[config.mk]
export PLATFORM = sky130hd
export DESIGN_NAME = muldiv_unit
export DESIGN_NICKNAME = d
export VERILOG_FILES = /design/src/rtl/muldiv_unit.sv
export SDC_FILE = /design/constraint.sdc
export NUM_CORES = 2
export LEC_CHECK = 0
export BUFFER_PORTS_ARGS = -buffer_cell sky130_fd_sc_hd__buf_2
export CORE_UTILIZATION = 45
export CTS_CLUSTER_DIAMETER = 200
export DETAILED_ROUTE_END_ITERATION = 10
export SETUP_SLACK_MARGIN = 0.3
export SYNTH_ARGS = -nofsm -noshare
export SYNTH_HDL_FRONTEND = slang
export SYNTH_SLANG_ARGS = --single-unit
export TNS_END_PERCENT = 1
[constraint.sdc]
create_clock -name CLK -period 4.5 [get_ports CLK]
set_input_delay 0.225 -clock CLK [delete_from_list [all_inputs] [get_ports CLK]]
set_output_delay 0.225 -clock CLK [all_outputs]
set_load 0.02 [all_outputs]
[src/rtl/muldiv_unit.sv]
// Iterative RV64M multiply/divide: shift-add multiply, restoring divide, one bit per cycle.
// Optional macro MULDIV_WORD_OPS_EN enables the 32-bit W-variant datapath.
module muldiv_unit #(
    parameter int XLEN = 64
) (
    input  logic            CLK,
    input  logic            RST,
    input  logic            start,
    input  logic [2:0]      funct3,
    input  logic            word_op,
    input  logic [XLEN-1:0] op_a,
    input  logic [XLEN-1:0] op_b,
    output logic            busy,
    output logic            done,
    output logic [XLEN-1:0] result
);
    typedef enum logic [1:0] {IDLE, CALC, SIGN, DONE} state_t;

    localparam logic [XLEN-1:0] MIN_VAL = {1'b1, {(XLEN-1){1'b0}}};

    state_t            r_state;
    logic [5:0]        r_count;
    logic              r_load;
    logic              r_negRes;
    logic              r_negRem;
    logic              r_special;
    logic [2:0]        r_funct3;
    logic [XLEN-1:0]   r_magB;
    logic [XLEN-1:0]   r_specVal;
    logic [2*XLEN-1:0] r_prod;
`ifdef MULDIV_WORD_OPS_EN
    logic              r_word;
    logic              w_word;
`else
    logic              w_unused;
    assign w_unused = word_op;
`endif

    logic              w_signA, w_signB, w_negA, w_negB;
    logic              w_divZero, w_ovf, w_special;
    logic [XLEN-1:0]   w_aExt, w_bExt, w_minVal, w_magA, w_magB;
    logic [XLEN-1:0]   w_remDiv0, w_specVal;
    logic [5:0]        w_countInit;
    logic [2*XLEN-1:0] w_prodInit;

    // Operand conditioning at acceptance: extension, magnitudes, signs, special cases.
    always_comb begin
        w_signA     = (funct3 != 3'd3) && (funct3 != 3'd5) && (funct3 != 3'd7);
        w_signB     = w_signA && (funct3 != 3'd2);
        w_aExt      = op_a;
        w_bExt      = op_b;
        w_minVal    = MIN_VAL;
        w_countInit = 6'(XLEN - 1);
`ifdef MULDIV_WORD_OPS_EN
        w_word = word_op && ((funct3 == 3'd0) || funct3[2]);
        if (w_word) begin
            w_aExt      = w_signA ? {{32{op_a[31]}}, op_a[31:0]} : {32'b0, op_a[31:0]};
            w_bExt      = w_signB ? {{32{op_b[31]}}, op_b[31:0]} : {32'b0, op_b[31:0]};
            w_minVal    = {{33{1'b1}}, 31'b0};
            w_countInit = 6'd31;
        end
`endif
        w_negA    = w_signA && w_aExt[XLEN-1];
        w_negB    = w_signB && w_bExt[XLEN-1];
        w_magA    = w_negA ? -w_aExt : w_aExt;
        w_magB    = w_negB ? -w_bExt : w_bExt;
        w_divZero = (w_bExt == '0);
        w_ovf     = w_signA && (w_aExt == w_minVal) && (w_bExt == '1);
        w_special = funct3[2] && (w_divZero || w_ovf);
        w_remDiv0 = w_aExt;
`ifdef MULDIV_WORD_OPS_EN
        if (w_word) w_remDiv0 = {{32{w_aExt[31]}}, w_aExt[31:0]};
`endif
        if (w_divZero) w_specVal = funct3[1] ? w_remDiv0 : '1;
        else           w_specVal = funct3[1] ? '0 : w_aExt;
        w_prodInit = {{XLEN{1'b0}}, w_magA};
`ifdef MULDIV_WORD_OPS_EN
        // A 32-step divide must see the dividend at the top of the quotient half.
        if (w_word && funct3[2]) w_prodInit = {{XLEN{1'b0}}, w_magA[31:0], 32'b0};
`endif
    end

    logic [XLEN:0]     w_sum, w_shRem;
    logic              w_fits;
    logic [XLEN-1:0]   w_diff;
    logic [2*XLEN-1:0] w_mulNext, w_divNext;

    always_comb begin
        w_sum     = {1'b0, r_prod[2*XLEN-1:XLEN]} + {1'b0, r_magB};
        w_mulNext = r_prod[0] ? {w_sum, r_prod[XLEN-1:1]} : {1'b0, r_prod[2*XLEN-1:1]};
        w_shRem   = {r_prod[2*XLEN-1:XLEN], r_prod[XLEN-1]};
        w_fits    = (w_shRem >= {1'b0, r_magB});
        w_diff    = w_shRem[XLEN-1:0] - r_magB;
        w_divNext = w_fits ? {w_diff, r_prod[XLEN-2:0], 1'b1}
                           : {w_shRem[XLEN-1:0], r_prod[XLEN-2:0], 1'b0};
    end

    logic [2*XLEN-1:0] w_prodFix;
    logic [XLEN-1:0]   w_quo, w_rem, w_divSel, w_final;

    // Sign fix-up and half/width selection for the SIGN state.
    always_comb begin
        w_prodFix = r_negRes ? -r_prod : r_prod;
        w_quo     = r_negRes ? -r_prod[XLEN-1:0] : r_prod[XLEN-1:0];
        w_rem     = r_negRem ? -r_prod[2*XLEN-1:XLEN] : r_prod[2*XLEN-1:XLEN];
        w_divSel  = r_funct3[1] ? w_rem : w_quo;
        if (r_funct3[2])            w_final = w_divSel;
        else if (r_funct3 == 3'd0) w_final = w_prodFix[XLEN-1:0];
        else                        w_final = w_prodFix[2*XLEN-1:XLEN];
`ifdef MULDIV_WORD_OPS_EN
        if (r_word) begin
            w_final = r_funct3[2] ? {{32{w_divSel[31]}}, w_divSel[31:0]}
                                  : {{32{w_prodFix[63]}}, w_prodFix[63:32]};
        end
`endif
    end

    // The first CALC cycle only resolves special cases; iterations start after it.
    always_ff @(posedge CLK) begin
        if (!RST) begin
            r_state   <= IDLE;
            r_count   <= '0;
            r_load    <= 1'b0;
            r_negRes  <= 1'b0;
            r_negRem  <= 1'b0;
            r_special <= 1'b0;
            r_funct3  <= '0;
            r_magB    <= '0;
            r_specVal <= '0;
            r_prod    <= '0;
`ifdef MULDIV_WORD_OPS_EN
            r_word    <= 1'b0;
`endif
            busy      <= 1'b0;
            done      <= 1'b0;
            result    <= '0;
        end else begin
            case (r_state)
                IDLE: begin
                    done <= 1'b0;
                    if (start) begin
                        r_funct3  <= funct3;
                        r_magB    <= w_magB;
                        r_prod    <= w_prodInit;
                        r_negRes  <= w_negA ^ w_negB;
                        r_negRem  <= w_negA;
                        r_special <= w_special;
                        r_specVal <= w_specVal;
                        r_count   <= w_countInit;
`ifdef MULDIV_WORD_OPS_EN
                        r_word    <= w_word;
`endif
                        r_load    <= 1'b1;
                        busy      <= 1'b1;
                        r_state   <= CALC;
                    end
                end
                CALC: begin
                    if (r_load) begin
                        r_load <= 1'b0;
                        if (r_special) begin
                            result  <= r_specVal;
                            done    <= 1'b1;
                            r_state <= DONE;
                        end
                    end else begin
                        r_prod  <= r_funct3[2] ? w_divNext : w_mulNext;
                        r_count <= r_count - 6'd1;
                        if (r_count == 6'd0) r_state <= SIGN;
                    end
                end
                SIGN: begin
                    result  <= w_final;
                    done    <= 1'b1;
                    r_state <= DONE;
                end
                DONE: begin
                    done    <= 1'b0;
                    busy    <= 1'b0;
                    r_state <= IDLE;
                end
                default: r_state <= IDLE;
            endcase
        end
    end
endmodule
# [Word-level counts from Yosys, hierarchy flattened]
# Index checks and enable logic that the tools add are counted.
[totals] reg_bits=337 output_inout_bits=66
[classes] add_sub_neg=8 order_cmp=1 eq_ne=15 muxes=34 bitwise=1 reduce_logical=24
[op_table] cell="$mux W128" n=6
[op_table] cell="$mux W64" n=12
[op_table] cell="$neg A64 Y64" n=4
[op_table] cell="$pmux W128 S2" n=1
[op_table] cell="$eq A64 B64 Y1 const B" n=2
[op_table] cell="$neg A128 Y128" n=1
[op_table] cell="$pmux W64 S2" n=1
[op_table] cell="$add A64 B64 Y65" n=1
[op_table] cell="$ge A65 B64 Y1" n=1
[op_table] cell="$logic_not A64 Y1" n=1
[op_table] cell="$sub A64 B64 Y64" n=1
[op_table] cell="$mux W6" n=2
[op_table] cell="$ne A3 B3 Y1 const B" n=4
[op_table] cell="$pmux W6 S2" n=1
[op_table] cell="$reduce_and A3 Y1" n=3
[op_table] cell="$logic_and A1 B1 Y1" n=8
[op_table] cell="$mux W2" n=4
[op_table] cell="$ne A2 B2 Y1 const B" n=4
[op_table] cell="$pmux W2 S4" n=1
[op_table] cell="$reduce_and A2 Y1" n=4
[op_table] cell="$logic_not A6 Y1" n=1
[op_table] cell="$ne A3 B2 Y1 const B" n=2
[op_table] cell="$reduce_bool A2 Y1" n=3
[op_table] cell="$sub A6 B1 Y6 const B" n=1
[op_table] cell="other kinds (10)" n=14

# [Depth between registers and ports, before layout]
[logic_depth] word_depth=7 ltp_mapped=15 depth_no_buf=14

# [Worst setup path after synthesis]
# Ideal clock, no wire load.
[synth_path] kind="register to register" start="register r_prod[64]" end="register r_prod[117]" setup_ns=0.117 t_arrival_ns=3.464 slack_ns=0.919 path_stages_with_launch=14 cell_sequence="dfxtp_1 -> ha_1 -> inv_1 -> fa_1 -> nand2b_1 -> a21oi_1 -> nor2_1 -> o21ai_0 -> a31oi_1 -> o41ai_1 -> a21oi_1 -> xnor2_1 -> a211o_1 -> a32o_1"
[synth_via] elab_chain_len=5
[synth_lines] item="from (decl)" line_no="30" rtl="logic [2*XLEN-1:0] r_prod;"
[synth_lines] item="from (signal assigned)" line_no="144" rtl="r_prod <= w_prodInit;"
[synth_lines] item="from (signal assigned)" line_no="167" rtl="r_prod <= r_funct3[2] ? w_divNext : w_mulNext;"
[synth_lines] item="$add A64 B64 Y65 (tied with other cells)" line_no="89" rtl="w_sum = {1'b0, r_prod[2*XLEN-1:XLEN]} + {1'b0, r_magB};"
[synth_lines] item="$mux W128, on equally long branches" line_no="90, 94"
[synth_lines] item="$mux W128 *" line_no="167"
[synth_lines] item="$mux W128 *" line_no="159" rtl="if (r_load) begin"
[synth_lines] item="$pmux W128 S2 *" line_no="138" rtl="case (r_state)"
# Mark *: on every way between the ends. The rest lies on a longest branch, timed or not. The select of a mux whose other input is x is not followed.
# A chain may end at the register's enable or synchronous reset.

# [Final worst setup path]
[layout_path] start="register r_prod[65]" end="register r_prod[117]"
# Same word-level chain as after synthesis.

==> results.py <==
metrics = {
    "clock_tree": {
        "cts_buffer_depth": 3,
        "h-tree-depth": 2,
        "clock_latency_ns": 0.62,
        "cts_buffers": 44,
        "clock-sinks": 337,
        "cts_tree": "done",
        "root_buffer": "clkbuf_16",
        "cts_setup_buffers": 0,
        "path_clk_slew_ns": 0.07,
    },
    "sta": {
        "relSlewSlack": 0.2597,
        "setup_viol": 0,
        "hold_viol": 0,
        "fin_crit_ns": 4.132,
        "drv_slew": 0,
        "tightest_slew_ns": 1.106,
        "fin_crit_sh": 0.9182,
        "skew_ns": 0.04044,
        "clock.fmax_mhz": 242.0,
        "rsz0062_at_grt": "true",
        "setup-tns-final_ns": 0,
    },
    "setup_path": {
        "slowest_stage": "dfxtp_1",
        "setup.worst_path.end_class": "register",
        "worst_setup_path_start_kind": "register",
        "crit_cells": 13,
        "cp.arrival_ns": 4.61,
        "cp.required_ns": 4.98,
        "crit_path_max_incr_delay_ns": 0.52,
        "cp_num_buf_inv": 2,
        "cpLargestDelayFamily": "compound AO/OA/AOI/OAI gates",
        "reg2regPathDepth": 13,
        "worstPathCellList": "inv_1, fa_1, nand2b_1, a21oi_1, nor2_1, o21ai_0, a31oi_1, o41ai_1, buf_4, a21oi_1, xnor2_1, a211o_1, a32o_1",
        "critPathKind": "reg2reg",
        "cp_max_fo": 9,
        "crit_top_cell": "a21oi_1",
    },
    "drt": {
        "wirelength_um": 143900,
        "drc_errors": 0,
        "post_drt_wl_per_cell_um": 25.25,
        "drtPass1Iterations": 8,
        "postRouteAntennaNets": 0,
        "vias": 36810,
        "dr.first_iter.drc_count": 4156,
        "vias_per_cell": 6.459,
    },
    "synth": {
        "syn_nets": 4894,
        "synth-edff-count": 0,
        "synth-async-reset-ratio": 0,
        "synthCells": 4618,
        "ys.warnings.count": 0,
        "yosysSeqAreaShare": 0.2078,
        "ys_seq_elements": 337,
        "ys_types": 96,
        "synth_ff_type": "dfxtp_1",
        "syn_area_um2": 32460,
        "syn_avg_cell_area_um2": 7.030,
    },
    "global_route": {
        "grt_pass1_vias": 33460,
        "grt-ovfl-total": 0,
        "grt_max_degree": 100,
        "grt_pass1_wl_um": 213400,
        "antenna_found_initial": 2,
        "grt_use_total": 0.3777,
    },
    "worst_hold_path": {
        "hp-class": "in2reg",
        "hold_depth": 3,
    },
    "floorplan": {
        "design.core.area_um2": 71490,
        "fp.dieW_um": 270.6,
        "die-area_um2": 73220,
        "num_rows": 98,
        "start_util": 0.4541,
        "die_h_um": 270.6,
        "io_pins": 201,
    },
    "outcome": {
        "status": "completed",
    },
    "placed_design": {
        "placed_cell_area_um2": 34600,
        "portBuffers": 199,
        "place_congestion": 1.019,
        "hpwl_um": 108800,
    },
    "final_layout": {
        "layout-area-overhead-vs-synth_pct": 13.38,
        "insertedDiodeCount": 0,
        "drive_gt1_frac": 0.1156,
        "fin_util": 0.5149,
        "final_cell_area_um2": 36810,
        "final_nets": 4992,
    },
    "pwr": {
        "total_power_uw": 21980,
        "vdd_drop_max_uv": 950.7,
        "power_leakage_uw": 0.01458,
        "powerDensity_nw_per_um2": 597.1,
    },
    "run": {
        "maxCapViolations": 0,
    },
}
worst paths after layout:
check	start	to	slack, ns
setup / recovery	r_prod[65]	r_prod[117]	0.37
hold / removal	op_a[41]	r_specVal[41]	0.01
setup reg to reg	r_prod[65]	r_prod[117]	0.37
hold reg to reg	result[47]	result[47]	0.44
worst register-to-register path: cells and delay by family (launching register included):
kind,cells,cell delay [ns]
xor gates and xnor gates,1,0.16
DFF,1,0.52
AOI/OAI and AO/OA,7,2.20
buffers and inverters,2,0.34
adders and majority gates,1,0.45
and+or+nand+nor,2,0.31
synth_stat cells, types with 35 or more instances:
cell | instances | area share
dfxtp_1 | 337 | 0.21
nand3_1 | 81 | 0.012
mux2i_1 | 99 | 0.031
xnor2_1 | 232 | 0.063
a31oi_1 | 48 | 0.0092
xor2_1 | 159 | 0.043
nor4_1 | 67 | 0.013
o21ai_0 | 461 | 0.071
a21o_1 | 60 | 0.014
nand4_1 | 78 | 0.015
ha_1 | 139 | 0.054
inv_1 | 154 | 0.018
clkbuf_1 | 339 | 0.039
nor2_1 | 295 | 0.034
a211oi_1 | 85 | 0.020
and3_1 | 38 | 0.0073
or3_1 | 70 | 0.013
o31ai_1 | 62 | 0.014
a21oi_1 | 523 | 0.081
nor3_1 | 98 | 0.015
nand2_1 | 533 | 0.062
o211ai_1 | 106 | 0.025
o221ai_1 | 35 | 0.0094
layout by cell type, fill, tap and decap left out, types with 28 or more instances in the layout:
cell type	count
nand2_1	532
o211ai_1	106
a21o_1	60
or3_1	70
o21ai_0	460
a211oi_1	85
mux2i_1	99
nand4_1	78
ha_1	136
inv_1	153
nor3_1	98
buf_2	198
or4_1	29
and3_1	38
o41ai_1	28
dfxtp_1	332
a31oi_1	48
xor2_1	159
a32o_1	28
nor4_1	67
clkbuf_16	44
buf_4	171
o21a_1	30
nand3_1	81
o221ai_1	34
o31ai_1	62
a21oi_1	523
nor2_1	289
dlygate4sd3_1	65
xnor2_1	232
per-stage QoR:
step / std cells / setup slack, ns / hold WS (ns)
finish: 5699 / 0.3681 / 0.01168
global route: 5699 / 0.1994 / 0.02628
CTS: 5699 / 0.4275 / 0.001839
detailed placement: 5555 / 0.5224 / 0.4337
global placement: 5555 / 0.4782 / 0.4365
floorplan: 4618 / 0.9187 / 0.3610
report_power, final:
part	internal [µW]	switching, µW
logic	4390	8670
clock network	2310	1540
registers	3810	1250
total	10500	11500
cell families (layout without fill, tap and decap cells):
kind of cell | count (synthesis) | in the layout | synth area share
muxes | 123 | 123 | 0.03885
and+or+nand+nor | 1425 | 1425 | 0.2125
xor gates and xnor gates | 391 | 391 | 0.1055
DFF | 337 | 337 | 0.2078
adders and majority gates | 151 | 151 | 0.05789
AOI/OAI and AO/OA | 1647 | 1647 | 0.3127
buffers and inverters | 544 | 675 | 0.06482
layer usage:
layer	vias up	wire length (µm)	part of all wire	GRT usage
met4	0	4963	0.034	0.1228
met5	-	0	0	0
met1	17540	63340	0.44	0.5432
met3	245	16510	0.11	0.09088
met2	1976	59070	0.41	0.5457
li1	17050	-	-	-
what timing repair did:
item / in CTS / in global routing
hold endpoints to repair: 67 / 0
setup endpoints to repair: 0 / 8
hold buffers: 65 / 0
resized for setup: 0 / 2
state kept, by name, summed over array words and instances (netlist names):
name       flops
r_special      1
r_magB        64
r_negRes       1
r_prod       128
done           1
r_count        6
busy           1
r_negRem       1
r_load         1
r_funct3       3
r_specVal     64
r_state        2
result        64
final cells by class:
cell class	count	area, µm²
repair buffers	438	3005
multi-input cells	3737	23710
clock inverters	22	336.6
fillers	7266	34680
flip-flops and latches	337	6758
inverters	158	598.1
clock buffers	57	1210
well taps	950	1189
No activity file was read; power rests on OpenSTA's default activity.
